==> config.mk <==
export PLATFORM = sky130hd
export DESIGN_NAME = lab_cu_pro
export DESIGN_NICKNAME = d
export VERILOG_FILES = /design/src/rtl/lab_cu_pro_pkg.sv /design/src/rtl/lab_cu_pro_decode.sv /design/src/rtl/lab_cu_pro.sv
export SDC_FILE = /design/constraint.sdc
export NUM_CORES = 1
export LEC_CHECK = 0
export ABC_AREA = 1
export BUFFER_PORTS_ARGS = -buffer_cell sky130_fd_sc_hd__buf_2
export CAP_MARGIN = 0
export CORE_MARGIN = 2
export CORE_UTILIZATION = 50
export CTS_CLUSTER_SIZE = 28
export DETAILED_ROUTE_END_ITERATION = 8
export GPL_TIMING_DRIVEN = 0
export PLACE_DENSITY = 0.9
export SYNTH_ARGS = -nofsm -noshare
export SYNTH_HDL_FRONTEND = slang
export SYNTH_SLANG_ARGS = --single-unit
==> constraint.sdc <==
create_clock -name clock -period 2.43 [get_ports clock]
set_input_delay 0.1215 -clock clock [delete_from_list [all_inputs] [get_ports clock]]
set_output_delay 0.1215 -clock clock [all_outputs]
set_load 0.03 [all_outputs]
==> src/rtl/lab_cu_pro_pkg.sv <==
// Shared definitions for the accumulator-machine control unit: opcodes,
// state codes, A-input select codes and the control word bundle.
package lab_cu_pro_pkg;

    localparam int OPW_DEF   = 3;
    localparam int CNT_W_DEF = 8;

    localparam logic [2:0] OP_LOAD  = 3'b000;
    localparam logic [2:0] OP_STORE = 3'b001;
    localparam logic [2:0] OP_ADD   = 3'b010;
    localparam logic [2:0] OP_SUB   = 3'b011;
    localparam logic [2:0] OP_INPUT = 3'b100;
    localparam logic [2:0] OP_JZ    = 3'b101;
    localparam logic [2:0] OP_JPOS  = 3'b110;
    localparam logic [2:0] OP_HALT  = 3'b111;

    localparam logic [1:0] ASEL_ALU = 2'd0;
    localparam logic [1:0] ASEL_IN  = 2'd1;
    localparam logic [1:0] ASEL_MEM = 2'd2;

    // Code 3'd7 is deliberately unused; it decodes to IDLE with all controls low.
    typedef enum logic [2:0] {
        ST_IDLE   = 3'd0,
        ST_FETCH  = 3'd1,
        ST_LOADIR = 3'd2,
        ST_DECODE = 3'd3,
        ST_EXEC   = 3'd4,
        ST_INWAIT = 3'd5,
        ST_HALT   = 3'd6
    } state_e;

    typedef struct packed {
        logic       irload;
        logic       pcload;
        logic       jmpmux;
        logic       meminst;
        logic       memwr;
        logic [1:0] asel;
        logic       aload;
        logic       sub;
        logic       in_ready;
        logic       halted;
        logic       retire;
    } ctrl_t;

endpackage

==> src/rtl/lab_cu_pro_decode.sv <==
// Combinational heart of the control unit: from the current state, opcode,
// accumulator flags and input handshake, produce the control word and next state.
module lab_cu_pro_decode
    import lab_cu_pro_pkg::*;
(
    input  state_e           state_i,
    input  logic             start_i,
    input  logic [OPW_DEF-1:0] ir75_i,
    input  logic             aeq0_i,
    input  logic             apos_i,
    input  logic             in_valid_i,
    output ctrl_t            ctrl_o,
    output state_e           state_d_o
);

    always_comb begin
        state_d_o = ST_IDLE;
        case (state_i)
            ST_IDLE:   state_d_o = start_i ? ST_FETCH : ST_IDLE;
            ST_FETCH:  state_d_o = ST_LOADIR;
            ST_LOADIR: state_d_o = ST_DECODE;
            ST_DECODE: begin
                case (ir75_i)
                    OP_LOAD, OP_ADD, OP_SUB: state_d_o = ST_EXEC;
                    OP_INPUT:                state_d_o = ST_INWAIT;
                    OP_HALT:                 state_d_o = ST_HALT;
                    default:                 state_d_o = ST_FETCH;
                endcase
            end
            ST_EXEC:   state_d_o = ST_FETCH;
            ST_INWAIT: state_d_o = in_valid_i ? ST_FETCH : ST_INWAIT;
            ST_HALT:   state_d_o = ST_HALT;
            default:   state_d_o = ST_IDLE;
        endcase
    end

    always_comb begin
        ctrl_o = '0;
        case (state_i)
            ST_LOADIR: begin
                ctrl_o.irload = 1'b1;
                ctrl_o.pcload = 1'b1;
            end
            ST_DECODE: begin
                case (ir75_i)
                    OP_LOAD, OP_ADD, OP_SUB: ctrl_o.meminst = 1'b1;
                    OP_STORE: begin
                        ctrl_o.meminst = 1'b1;
                        ctrl_o.memwr   = 1'b1;
                        ctrl_o.retire  = 1'b1;
                    end
                    OP_JZ: begin
                        ctrl_o.jmpmux = aeq0_i;
                        ctrl_o.pcload = aeq0_i;
                        ctrl_o.retire = 1'b1;
                    end
                    OP_JPOS: begin
                        ctrl_o.jmpmux = apos_i;
                        ctrl_o.pcload = apos_i;
                        ctrl_o.retire = 1'b1;
                    end
                    OP_HALT: ctrl_o.retire = 1'b1;
                    default: ctrl_o = '0;
                endcase
            end
            ST_EXEC: begin
                ctrl_o.meminst = 1'b1;
                ctrl_o.aload   = 1'b1;
                ctrl_o.retire  = 1'b1;
                ctrl_o.asel    = (ir75_i == OP_LOAD) ? ASEL_MEM : ASEL_ALU;
                ctrl_o.sub     = (ir75_i == OP_SUB);
            end
            ST_INWAIT: begin
                ctrl_o.in_ready = 1'b1;
                if (in_valid_i) begin
                    ctrl_o.asel   = ASEL_IN;
                    ctrl_o.aload  = 1'b1;
                    ctrl_o.retire = 1'b1;
                end
            end
            ST_HALT: ctrl_o.halted = 1'b1;
            default: ctrl_o = '0;
        endcase
    end

endmodule

==> src/rtl/lab_cu_pro.sv <==
// Fetch/decode/execute sequencer for the 8-bit accumulator datapath.
// Holds the state register and the retired-instruction counter only.
module lab_cu_pro
    import lab_cu_pro_pkg::*;
#(
    parameter int OPW   = OPW_DEF,
    parameter int CNT_W = CNT_W_DEF
) (
    input  logic             clock,
    input  logic             reset,
    input  logic             start,
    input  logic [OPW-1:0]   IR75,
    input  logic             Aeq0,
    input  logic             Apos,
    input  logic             in_valid,
    output logic             IRload,
    output logic             PCload,
    output logic             JMPmux,
    output logic             Meminst,
    output logic             MemWr,
    output logic [1:0]       Asel,
    output logic             Aload,
    output logic             Sub,
    output logic             in_ready,
    output logic             halted,
    output logic             instr_done,
    output logic [CNT_W-1:0] icount,
    output logic [2:0]       dbg_state_o
);

    state_e           state_q, state_d;
    logic [CNT_W-1:0] icount_q, icount_d;
    ctrl_t            ctrl;

    lab_cu_pro_decode u_decode (
        .state_i    (state_q),
        .start_i    (start),
        .ir75_i     (IR75),
        .aeq0_i     (Aeq0),
        .apos_i     (Apos),
        .in_valid_i (in_valid),
        .ctrl_o     (ctrl),
        .state_d_o  (state_d)
    );

    // Counter wraps naturally at 2^CNT_W.
    always_comb begin
        icount_d = icount_q;
        if (ctrl.retire) icount_d = icount_q + 1'b1;
    end

    always_ff @(posedge clock or negedge reset) begin
        if (!reset) begin
            state_q  <= ST_IDLE;
            icount_q <= '0;
        end else begin
            state_q  <= state_d;
            icount_q <= icount_d;
        end
    end

    assign IRload      = ctrl.irload;
    assign PCload      = ctrl.pcload;
    assign JMPmux      = ctrl.jmpmux;
    assign Meminst     = ctrl.meminst;
    assign MemWr       = ctrl.memwr;
    assign Asel        = ctrl.asel;
    assign Aload       = ctrl.aload;
    assign Sub         = ctrl.sub;
    assign in_ready    = ctrl.in_ready;
    assign halted      = ctrl.halted;
    assign instr_done  = ctrl.retire;
    assign icount      = icount_q;
    assign dbg_state_o = state_q;

endmodule

Word-level counts from Yosys, hierarchy flattened
Cells that the tools add are included.

Output and inout port bits: 23. Register bits: 11. Bits of input ports: 9.

Reduce and logical (&&, ||, !) cells: 5. Add/subtract/negate cells: 1. Eq/ne operators: 13. Mux-type cells: 20.

Operators with widths (count): == test 3 bit (second input constant) (7); one-hot mux 3 bit (7 select lines) (1); == test 3 x 2 -> 1 bit (second input constant) (4); two-way mux 1 bit (10); one-hot mux 3 bit (3 select lines) (1); adder 8 x 1 -> 8 bit (second input constant) (1); one-hot mux 2 bit (2 select lines) (2); OR reduction 4 bit (2); == test 3 x 1 -> 1 bit (second input constant) (2); logical NOT 3 bit (2); one-hot mux 3 bit (2 select lines) (1); two-way mux 2 bit (2); two-way mux 3 bit (1); one-hot mux 1 bit (3 select lines) (1); OR reduction 3 bit (1); one-hot mux 1 bit (2 select lines) (1).

Depth between registers and ports, before layout
Gate-level depths: netlist (run 1).

Depth after elaboration: 4. Gate-level depth with buffers: 7.

By module
A second synthesis (run 1) with hierarchy kept.

Cells, all modules: 95. Area, all modules: 684.4 um^2.

Modules (own cells, without submodules): lab_cu_pro (times used 1, area an instance 455.4 um^2, sequential area each 275.3 um^2, cells an instance 43); lab_cu_pro_decode (times used 1, area an instance 229.0 um^2, sequential area each 0.0 um^2, cells an instance 52).

Least setup slack after synthesis (run 1)
Ideal clock, no wire load.

Path kind: reg-to-output. Start: register state_q[1] (netlist: dbg_state_o[1]). End: output MemWr. Required time: 2.309 ns. Cell stages (with the launch flop): 5. Path buffers: 0. Arrival time: 1.593 ns. Path slack: 0.716 ns. Cells stage by stage: dfrtp_1 nand2_2 nor2_4 inv_2 nor3_1.

Cells in the longest elaborated chain, start to end: 2.

RTL lines: start, declared (RTL line lab_cu_pro.sv:31) `state_e state_q, state_d;`; start signal, assigned (RTL line lab_cu_pro.sv:57) `state_q <= state_d;`; == test 3 x 2 -> 1 bit (RTL line lab_cu_pro_decode.sv:39) `case (state_i)`; two-way mux 1 bit (RTL line lab_cu_pro_decode.sv:39); end, declared (RTL line lab_cu_pro.sv:20) `output logic MemWr,`.

Every way passes these cells.

Final worst setup path (run 1)
Start: register state_q[0] (netlist: dbg_state_o[0]). End: output Asel[1].

Cells in the longest elaborated chain, start to end: 2. Elaborated cells between the ends (all ways): 3. Those cells by class: eq/ne: 2; mux: 1.

RTL lines: == test 3 bit (RTL line lab_cu_pro_decode.sv:39); one-hot mux 3 bit (2 select lines) (*) (RTL line lab_cu_pro_decode.sv:39); end, declared (RTL line lab_cu_pro.sv:21) `output logic [1:0] Asel,`.

Every way passes the cells marked *; elsewhere a longest branch is shown, timed or not.

==> metrics.txt, run 1 <==
status=completed; clk_lat worst skew=0.27 ns; Seq cells post-synth=11; Leakage=0.588 nW; dpl cells=158; post-synthesis sequential area ratio=34.5%; Post-Syn Nets=122; area of the multi-input gates=455 um^2; Distinct cells, synth=24; Filler Cell Count=143; critical setup path kind=flip-flop to primary output; Slew Viols, Final=0; clk sink count=11; Synth async-reset ratio=100%; VDD IR max=0.876 mV; Final Wtd Congestion=0.820; die area=1930 um^2; Synth Area per Inst=7.13 um^2; Clock Tree Buf Depth=2; Top Ports=32; Starting Density=53.0%; Layout Utilization=66.7%; grt total ovfl=0; Primary FF master, synth=dfrtp_1; Remaining DRCs=0; first-pass GRT wire length=2990 um; Power Dens Cells=1040 nW/um^2; WP data arrival=1.61 ns; GRT Max-Usage Layer=met2; Post-DP Area=968 um^2; Post-CTS Resized=0; crit path launch type=flip-flop; Horiz. Die Dim=44.0 um; post-layout instance area=1000 um^2; CTS tree=yes; Slew Limit Headroom=78.6%; Finished Layout Cells=163; routed len/inst=11.3 um; met3 Usage GRT=5.42%; H-tree depth=1; largest net degree at the start of global routing=12; WHS=0.121 ns; hold crit path type=input port to flip-flop; post-synthesis instance area=798 um^2; n_diodes=0; Syn Inst Count=112; # port buffers=30; final setup margin=0.697 ns; Post-synth EDFFs=0; ANT nets after route=0; area delta synth->final=25.9%; initial drt markers=24; RSZ-0062 raised after global routing=false; site row count=14; max cap viols=0; initial antenna violation count=0; routed vias/inst=5.39; Post-Route WL=1840 um; GR Layer Usage met1=23.4%; met2 GRT Util=37.4%; layout cells sized above 1=34.0%; Place WS=0.988 ns; Worst-path clk slew=0.07 ns; fmax=577 MHz; final hold violation count=0; period utilization=71.3%; postcts setup bufs=0; Worst Skew=0.000505 ns; final setup fails=0; core footprint=1510 um^2; root buffer cell=clkbuf_4; Worst EP required=2.31 ns; DR vias=879; Detailed Place HPWL=1360 um; CTS Hold Bufs=1; overall routing resource usage=20.7%; nets=158; TNS Setup=0 ns; DR pass1 iterations=4; worst-margin pin slew=0.321 ns; Worst Path Max Fanout=10; Power, Total=1.04 mW; crit path time final=1.73 ns; Ys Warns=0; Sequential Area=275 um^2; Critical Path Sink Type=primary output; CTS Buf Count=3; chip height=44.0 um; number of global-route vias before repair=744
==> synthesized netlist by cell type, types with 2 or more instances <==
cell type,instances,share of area (%)
nand2_1,40,19
dfrtp_1,11,34
inv_1,9,4.2
nand3_1,8,5.0
nand4_1,8,6.3
nor2_1,6,2.8
inv_2,5,2.4
buf_2,3,1.9
o211ai_1,3,2.8
o21ai_1,3,1.9
nor3_2,2,2.5
xnor2_1,2,2.2
==> registers in the layout, summed over array words and instances (netlist names) <==
| register | cells |
|---|---|
| dbg_state_o | 3 |
| icount | 8 |
==> final timing paths <==
path | startpoint | endpoint | slack, ns | depth (start not counted)
hold reg to reg | icount[7] | icount[7] | 0.59 | 2
hold / removal | start | dbg_state_o[0] | 0.12 | 3
max in group asynchronous | reset | icount[7] | 1.97 | 2
setup reg to reg | dbg_state_o[0] | icount[0] | 1.17 | 5
min in group asynchronous | reset | icount[4] | 0.25 | 2
setup / recovery | dbg_state_o[0] | Asel[1] | 0.70 | 5
==> cell families after synthesis <==
kind of cell,share of synthesized area [%]
simple gates,46.2
buf+inv,8.46
flops,34.5
compound gates,5.95
xor+xnor,3.29
fa+ha+maj,1.57
==> where the power goes <==
| part | total (mW) | switching (mW) | leakage [nW] | internal, mW |
|---|---|---|---|---|
| Combinational | 0.582 | 0.408 | 0.428 | 0.174 |
| Clock | 0.126 | 0.0624 | 0.0150 | 0.0636 |
| Sequential | 0.332 | 0.0953 | 0.145 | 0.236 |
| Total | 1.04 | 0.566 | 0.588 | 0.474 |
==> metal layers <==
metal	vias to the layer above	wire, um
met3	2	151
met4	0	12
li1	442	-
met2	42	883
met5	-	0
met1	393	795
==> critical path, cell delays in order (launching register included) <==
cell and delay, ns:
dfrtp_1 0.44, inv_1 0.16, nand3_2 0.14, buf_2 0.23, nor4_2 0.14, buf_2 0.23
==> cell usage in the layout (no fill, tap or decap) <==
master / synthesis / final
o21ai_0: 1 / 1
nand3_1: 8 / 8
xnor2_1: 2 / 2
nand2_1: 40 / 40
nand4_1: 8 / 8
nor2_4: 1 / 1
buf_2: 3 / 33
nor4_2: 1 / 1
nand2_2: 1 / 1
xor2_1: 1 / 1
nand3_4: 1 / 1
clkbuf_1: 0 / 1
nand3_2: 1 / 1
clkbuf_4: 0 / 3
nand4_2: 1 / 1
nand2_4: 1 / 1
o211ai_1: 3 / 3
inv_1: 9 / 9
nor2_1: 6 / 6
ha_1: 1 / 1
nor3_2: 2 / 2
o21ai_1: 3 / 3
inv_2: 5 / 5
a21oi_1: 1 / 1
dlygate4sd3_1: 0 / 1
dfrtp_1: 11 / 11
nor3_1: 1 / 1
==> cell type report <==
class / count / area share (%)
Timing Repair Buffer: 31 / 15.9
Clock buffer: 4 / 2.62
Sequential cell: 11 / 27.4
Buffer: 3 / 1.49
Tap cell: 16 / 1.99
Inverter: 14 / 5.23
Multi-Input combinational cell: 84 / 45.3
Note: power is estimated with default switching activity, not from simulation.
==> run 2, diff against run 1 <==
--- a/config.mk
+++ b/config.mk
@@ -9,11 +9,11 @@
 export BUFFER_PORTS_ARGS = -buffer_cell sky130_fd_sc_hd__buf_2
 export CAP_MARGIN = 0
 export CORE_MARGIN = 2
-export CORE_UTILIZATION = 50
+export CORE_UTILIZATION = 47
 export CTS_CLUSTER_SIZE = 28
 export DETAILED_ROUTE_END_ITERATION = 8
 export GPL_TIMING_DRIVEN = 0
-export PLACE_DENSITY = 0.9
+export PLACE_DENSITY = 0.86
 export SYNTH_ARGS = -nofsm -noshare
 export SYNTH_HDL_FRONTEND = slang
 export SYNTH_SLANG_ARGS = --single-unit
==> constraint.sdc (replaced) <==
create_clock -name clock -period 1.6 [get_ports clock]
set_input_delay 0.08 -clock clock [delete_from_list [all_inputs] [get_ports clock]]
set_output_delay 0.08 -clock clock [all_outputs]
set_load 0.03 [all_outputs]
==> run 2 against run 1 <==
Effect of this change: first-iteration DRC count down 71%; utilization is 1.0 points higher; total power is 56% higher; hold slack lost 0.039 ns; die area increased by 5.8%.
==> metrics.txt, run 2 (same netlist as run 1, synthesis figures left out) <==
root buffer cell=clkbuf_4; critical setup path kind=flip-flop to primary output; Post-Route WL=1810 um (-2.0%); ANT nets after route=0 (unchanged); Starting Density=51.8% (-1.2 points); Post-DP Area=982 um^2 (+1.4%); site row count=14 (unchanged); # port buffers=30 (unchanged); Clock Tree Buf Depth=2 (unchanged); TNS Setup=0 ns (unchanged); die area=2040 um^2 (+5.8%); crit path max-delay cell type=dfrtp_2; hold worst-path end=dbg_state_o[0]; max cap viols=0 (unchanged); n_diodes=0 (unchanged); Place WS=0.185 ns (-0.802 ns); nets=158 (unchanged); chip height=45.2 um (+2.9%); final setup margin=0.0853 ns (-0.611 ns); Power Dens Cells=1550 nW/um^2 (+50%); reg2reg end=icount[0]; CTS Buf Count=3 (unchanged); fmax=660 MHz; CP cell instances=inv_2 -> nand4_2 -> buf_2 -> nand2_1 -> buf_2; clk sink count=11 (unchanged); most frequent cells in the layout=40 x nand2_1, 29 x buf_2; grt total ovfl=0 (unchanged); delay-heaviest family, CP=buffers and inverters; overall routing resource usage=19.2% (-1.5 points); Worst-path clk slew=0.07 ns (about the same); crit path launch type=flip-flop; DR vias=852 (-3.1%); first-pass GRT wire length=2840 um (-5.1%); Top Ports=32 (unchanged); hold-critical path depth=3 (unchanged); core footprint=1540 um^2 (+2.3%); worst r2r src=dbg_state_o[1]; Worst Skew=0.00114 ns (+0.000638 ns); initial antenna violation count=0 (unchanged); max reg flops=8 (unchanged); Detailed Place HPWL=1350 um (-0.90%); critical path's most frequent cell=buf_2; layout cells sized above 1=37.4% (+3.4 points); DR pass1 iterations=4 (unchanged); Critical Path Sink Type=primary output; Worst path max stage delay=0.47 ns (+0.03 ns); VDD IR max=1.37 mV (+56%); H-tree depth=1 (unchanged); RSZ-0062 raised after global routing=true; Slew Limit Headroom=82.5% (+3.9 points); Worst EP required=1.52 ns (-0.79 ns); final setup fails=0 (unchanged); worst-margin pin slew=0.262 ns (-0.0585 ns); post-layout instance area=1040 um^2 (+3.9%); status=completed; Final Wtd Congestion=0.820 (about the same); routed vias/inst=5.23 (-3.1%); number of global-route vias before repair=679 (-8.7%); WP data arrival=1.43 ns (-0.18 ns); R2R Setup Slk=0.42 ns (-0.75 ns); min-delay src=start; WP buf/inv=3 (unchanged); initial drt markers=7 (-71%); Remaining DRCs=0 (unchanged); Slew Viols, Final=0 (unchanged); hold crit path type=input port to flip-flop; final hold violation count=0 (unchanged); WHS=0.0821 ns (-0.0390 ns); Worst Path Max Fanout=10 (unchanged); period utilization=94.7%; routed len/inst=11.1 um (-2.0%); Leakage=0.589 nW (+0.31%); area delta synth->final=30.7%; crit path time final=1.51 ns; most common cell after layout, fill and taps aside=nand2_1; cells on worst reg2reg path=5 (unchanged); Horiz. Die Dim=45.2 um (+2.9%); CTS tree=yes; largest net degree at the start of global routing=12 (unchanged); clk_lat worst skew=0.27 ns (about the same)
run 2: cell count changes in the layout (fill, tap and decap cells not counted):
cell,delta
nor4_4,+1
buf_6,+1
inv_2,+1
nand3_4,+1
buf_2,-4
nor4_2,-1
inv_1,-1
buf_4,+2
clkbuf_4,+1
dfrtp_1,-3
nand3_2,-1
nor3_2,+1
dfrtp_2,+3
nor3_1,-1
run 2: worst register-to-register path, delay by kind of cell, from the launching register on:
family	cells	cell delay, ns
buffers and inverters	2	0.33
flip-flops	1	0.47
AND/OR/NAND/NOR	3	0.28
run 2: worst max-delay path by stage:
stage,from,end,slack (ns),cells past startpoint
floorplan,dbg_state_o[0],Sub,0.08,4
global placement,dbg_state_o[0],Asel[1],0.21,5
detailed placement,dbg_state_o[0],Asel[1],0.19,5
CTS,dbg_state_o[1],Asel[1],0.003,5
global route,dbg_state_o[1],instr_done,-0.007,5
finish,dbg_state_o[1],Aload,0.09,5
run 2: repair_timing:
action | 4_1_cts | 5_1_grt
endpoints found under the hold margin | 11 | 0
resized for setup | 5 | 6
endpoints found under the setup margin | 4 | 7
hold buffers | 1 | 0
pin swaps | 0 | 0
setup buffers | 0 | 0
run 2: area by class of cell:
type                    instances  area (um^2)
fillers                       146          498
multi-input cells              84          477
flip-flops and latches         11          279
repair buffers                 31          168
inverters                      14         52.6
clock buffers                   4         26.3
plain buffers                   3         21.3
well taps                      16         20.0
run 2: through the flow:
step	instances	utilization, %	total power [mW]
6_report	163	67.7	1.62
5_1_grt	163	67.7	1.74
4_1_cts	163	66.6	1.60
3_5_place_dp	158	63.7	1.40
3_3_place_gp	158	63.7	1.38
2_1_floorplan	112	-	1.15
run 2: routing by layer:
metal | share of wire [%] | global-route usage, % | vias up
met4 | 1.6 | 10.6 | 0
met3 | 5.0 | 2.40 | 4
met5 | 0 | 0 | -
met2 | 48 | 31.4 | 27
li1 | - | - | 440
met1 | 46 | 24.3 | 381
run 2: report_power, final:
group          switching [mW]  internal (mW)  leakage [nW]
combinational           0.633          0.282         0.433
clock                  0.0956         0.0965        0.0150
sequential              0.148          0.366         0.141
==> run 3, diff against run 2 <==
--- a/config.mk
+++ b/config.mk
@@ -5,15 +5,14 @@
 export SDC_FILE = /design/constraint.sdc
 export NUM_CORES = 1
 export LEC_CHECK = 0
-export ABC_AREA = 1
 export BUFFER_PORTS_ARGS = -buffer_cell sky130_fd_sc_hd__buf_2
 export CAP_MARGIN = 0
 export CORE_MARGIN = 2
-export CORE_UTILIZATION = 47
+export CORE_UTILIZATION = 45
 export CTS_CLUSTER_SIZE = 28
 export DETAILED_ROUTE_END_ITERATION = 8
 export GPL_TIMING_DRIVEN = 0
-export PLACE_DENSITY = 0.86
+export PLACE_DENSITY = 0.85
 export SYNTH_ARGS = -nofsm -noshare
 export SYNTH_HDL_FRONTEND = slang
 export SYNTH_SLANG_ARGS = --single-unit
==> run 3 against run 2 <==
Effect of this change: wire length shrank 16%; global-route usage shrank 1.8 points; sequential power grew 0.8%; clock-buffer cell count is the same; die area shrank 7.6%; via count shrank 25%; synthesized area shrank 12%; first-iteration DRC count shrank 43%; worst setup slack lost 0.011 ns; utilization shrank 3.2 points; sequential share of layout area grew 2.3 points; clock power shrank 3%; largest cell class unchanged; largest power group unchanged; highest routed layer unchanged.
==> metrics.txt, run 3 <==
clk sink count=11 (unchanged); nets=119 (-25%); largest area contributor in the netlist=dfrtp_1; clk_lat worst skew=0.27 ns (about the same); Distinct cells, synth=30 (+25%); number of global-route vias before repair=594 (-13%); initial antenna violation count=0 (unchanged); Remaining DRCs=0 (unchanged); Power, Total=1.92 mW (+18%); Power Dens Cells=1990 nW/um^2 (+28%); root buffer cell=clkbuf_4; Worst Skew=0.00469 ns (+0.00355 ns); synth top area cells=dfrtp_1 39%, xnor2_1 7.5%, nand2_1 4.8%, nor2_1 4.8%, nand4_1 3.6%; Final Wtd Congestion=0.797 (-2.7%); max cap viols=0 (unchanged); first-pass GRT wire length=2490 um (-12%); # port buffers=28 (-6.7%); post-synthesis sequential area ratio=39.3% (+4.8 points); initial drt markers=4 (-3); die area=1890 um^2 (-7.6%); most common cell in the netlist=dfrtp_1; worst-margin pin slew=0.239 ns (-0.0237 ns); Post-Route WL=1520 um (-16%); Leakage=0.480 nW (-18%); Worst EP required=1.75 ns (+0.23 ns); DR pass1 iterations=3 (-1); Primary FF master, synth=dfrtp_1; routed len/inst=12.2 um (+10%); most common cell after layout, fill and taps aside=buf_2; Post-synth EDFFs=0 (unchanged); RSZ-0062 raised after global routing=false; Syn Inst Count=72 (-36%); TNS Setup=0 ns (unchanged); fmax=656 MHz (-0.71%); Slew Viols, Final=0 (unchanged); Post-Syn Nets=82 (-33%); Synth top area share=39.3% (+4.8 points); WP data arrival=1.67 ns (+0.24 ns); CTS Buf Count=3 (unchanged); final setup fails=0 (unchanged); Worst-path clk slew=0.07 ns (about the same); most frequent cells in the layout=26 x buf_2, 8 x nand2_1, 8 x nor2_1, 8 x dfrtp_1, 7 x buf_4; critical setup path kind=flip-flop to flip-flop; DR vias=639 (-25%); Clock Tree Buf Depth=2 (unchanged); Slew Limit Headroom=84.1% (+1.6 points); H-tree depth=1 (unchanged); max reg flops=8 (unchanged); Top Ports=32 (unchanged); area delta synth->final=37.1%; Ys Warns=0 (unchanged); overall routing resource usage=17.4% (-1.8 points); CTS tree=yes; Detailed Place HPWL=1160 um (-14%); post-synthesis instance area=701 um^2 (-12%); Seq cells post-synth=11 (unchanged); top cells by count, synth=11 x dfrtp_1, 9 x nand2_1, 9 x nor2_1, 6 x xnor2_1; VDD IR max=1.29 mV (-5.8%); post-layout instance area=961 um^2 (-7.9%); crit path time final=1.53 ns (+0.0108 ns); Synth async-reset ratio=100% (unchanged); status=completed; ANT nets after route=0 (unchanged); Horiz. Die Dim=43.5 um (-3.9%); chip height=43.5 um (-3.9%); Critical Path Sink Type=flip-flop; Worst Path Max Fanout=8 (-2); Synth Area per Inst=9.73 um^2 (+37%); period utilization=95.3% (+0.67 points); grt total ovfl=0 (unchanged); core footprint=1490 um^2 (-3.4%); final hold violation count=0 (unchanged); crit path launch type=flip-flop; largest net degree at the start of global routing=12 (unchanged); hold crit path type=input port to async pin; site row count=14 (unchanged); R2R Setup Slk=0.07 ns (-0.35 ns); Filler Cell Count=137 (-6.2%); Starting Density=47.1% (-4.7 points); n_diodes=0 (unchanged); routed vias/inst=5.15 (-1.4%); layout cells sized above 1=49.1% (+12 points); Post-DP Area=892 um^2 (-9.2%)
==> run 3: what timing repair did <==
item | CTS | global route
pin swaps | 1 | 1
buffers inserted | 0 | 3
endpoints found under the setup margin | 1 | 3
cloned | 0 | 0
gates resized for setup | 1 | 3
hold endpoints to repair | 11 | 0
hold buffers | 1 | 0
==> run 3: report_power, final <==
| part | switching (mW) | internal (mW) |
|---|---|---|
| Combinational | 0.742 | 0.469 |
| Sequential | 0.126 | 0.392 |
| Clock | 0.0897 | 0.0964 |
==> run 3: cell type report <==
cell class                      instances  area [um^2]  share of cell area (%)
Tap cell                               16         20.0                    2.08
Inverter                                2         7.51                   0.781
Clock buffer                            4         26.3                    2.73
Multi-Input combinational cell         54          405                    42.2
Buffer                                  5         42.5                    4.43
Sequential cell                        11          279                    29.0
Timing Repair Buffer                   32          180                    18.8
==> run 3: per-stage QoR <==
step / setup WS, ns / std cells / utilization, % / hold WS, ns
after global routing: 0.00437 / 124 / 64.5 / 0.209
final: 0.0746 / 124 / 64.5 / 0.196
after global placement: 0.160 / 116 / 59.9 / -0.0473
after CTS: 0.00366 / 121 / 62.5 / 0.200
after floorplan: -0.0239 / 72 / - / -0.216
after detailed placement: 0.136 / 116 / 59.9 / -0.0408
==> run 3: kinds of logic (layout without fill, tap and decap cells) <==
kind of cell    Yosys count  in the layout  synth area share [%]
flops                    11             11                  39.3
compound gates           10             10                  10.7
xor+xnor                  7              7                  8.75
mux                       3              3                  6.25
simple gates             33             33                  26.6
buf+inv                   7             43                  6.61
fa+ha+maj                 1              1                  1.79
==> run 3: critical path, stage by stage, from the launching register on <==
cell and delay, ns:
dfrtp_2 0.41, buf_6 0.14, and2b_4 0.18, o22ai_4 0.22, buf_4 0.18, mux2_4 0.29
==> run 3: per-layer routing <==
metal	vias up	routed length, um	part of all wire, %	global-route usage, %
li1	319	-	-	-
met4	0	4	0.26	9.09
met2	23	778	51	29.0
met1	295	640	42	22.2
met3	2	93	6.1	2.08
met5	-	0	0	0
==> run 3: final timing paths <==
path | start | endpoint | depth (start not counted)
max | dbg_state_o[0] | icount[1] | 5
min | reset | icount[4] | 2
max reg2reg | dbg_state_o[0] | icount[1] | 5
min reg2reg | icount[7] | icount[7] | 1
max in group asynchronous | reset | dbg_state_o[1] | 2
min in group clock | IR75[0] | dbg_state_o[2] | 3
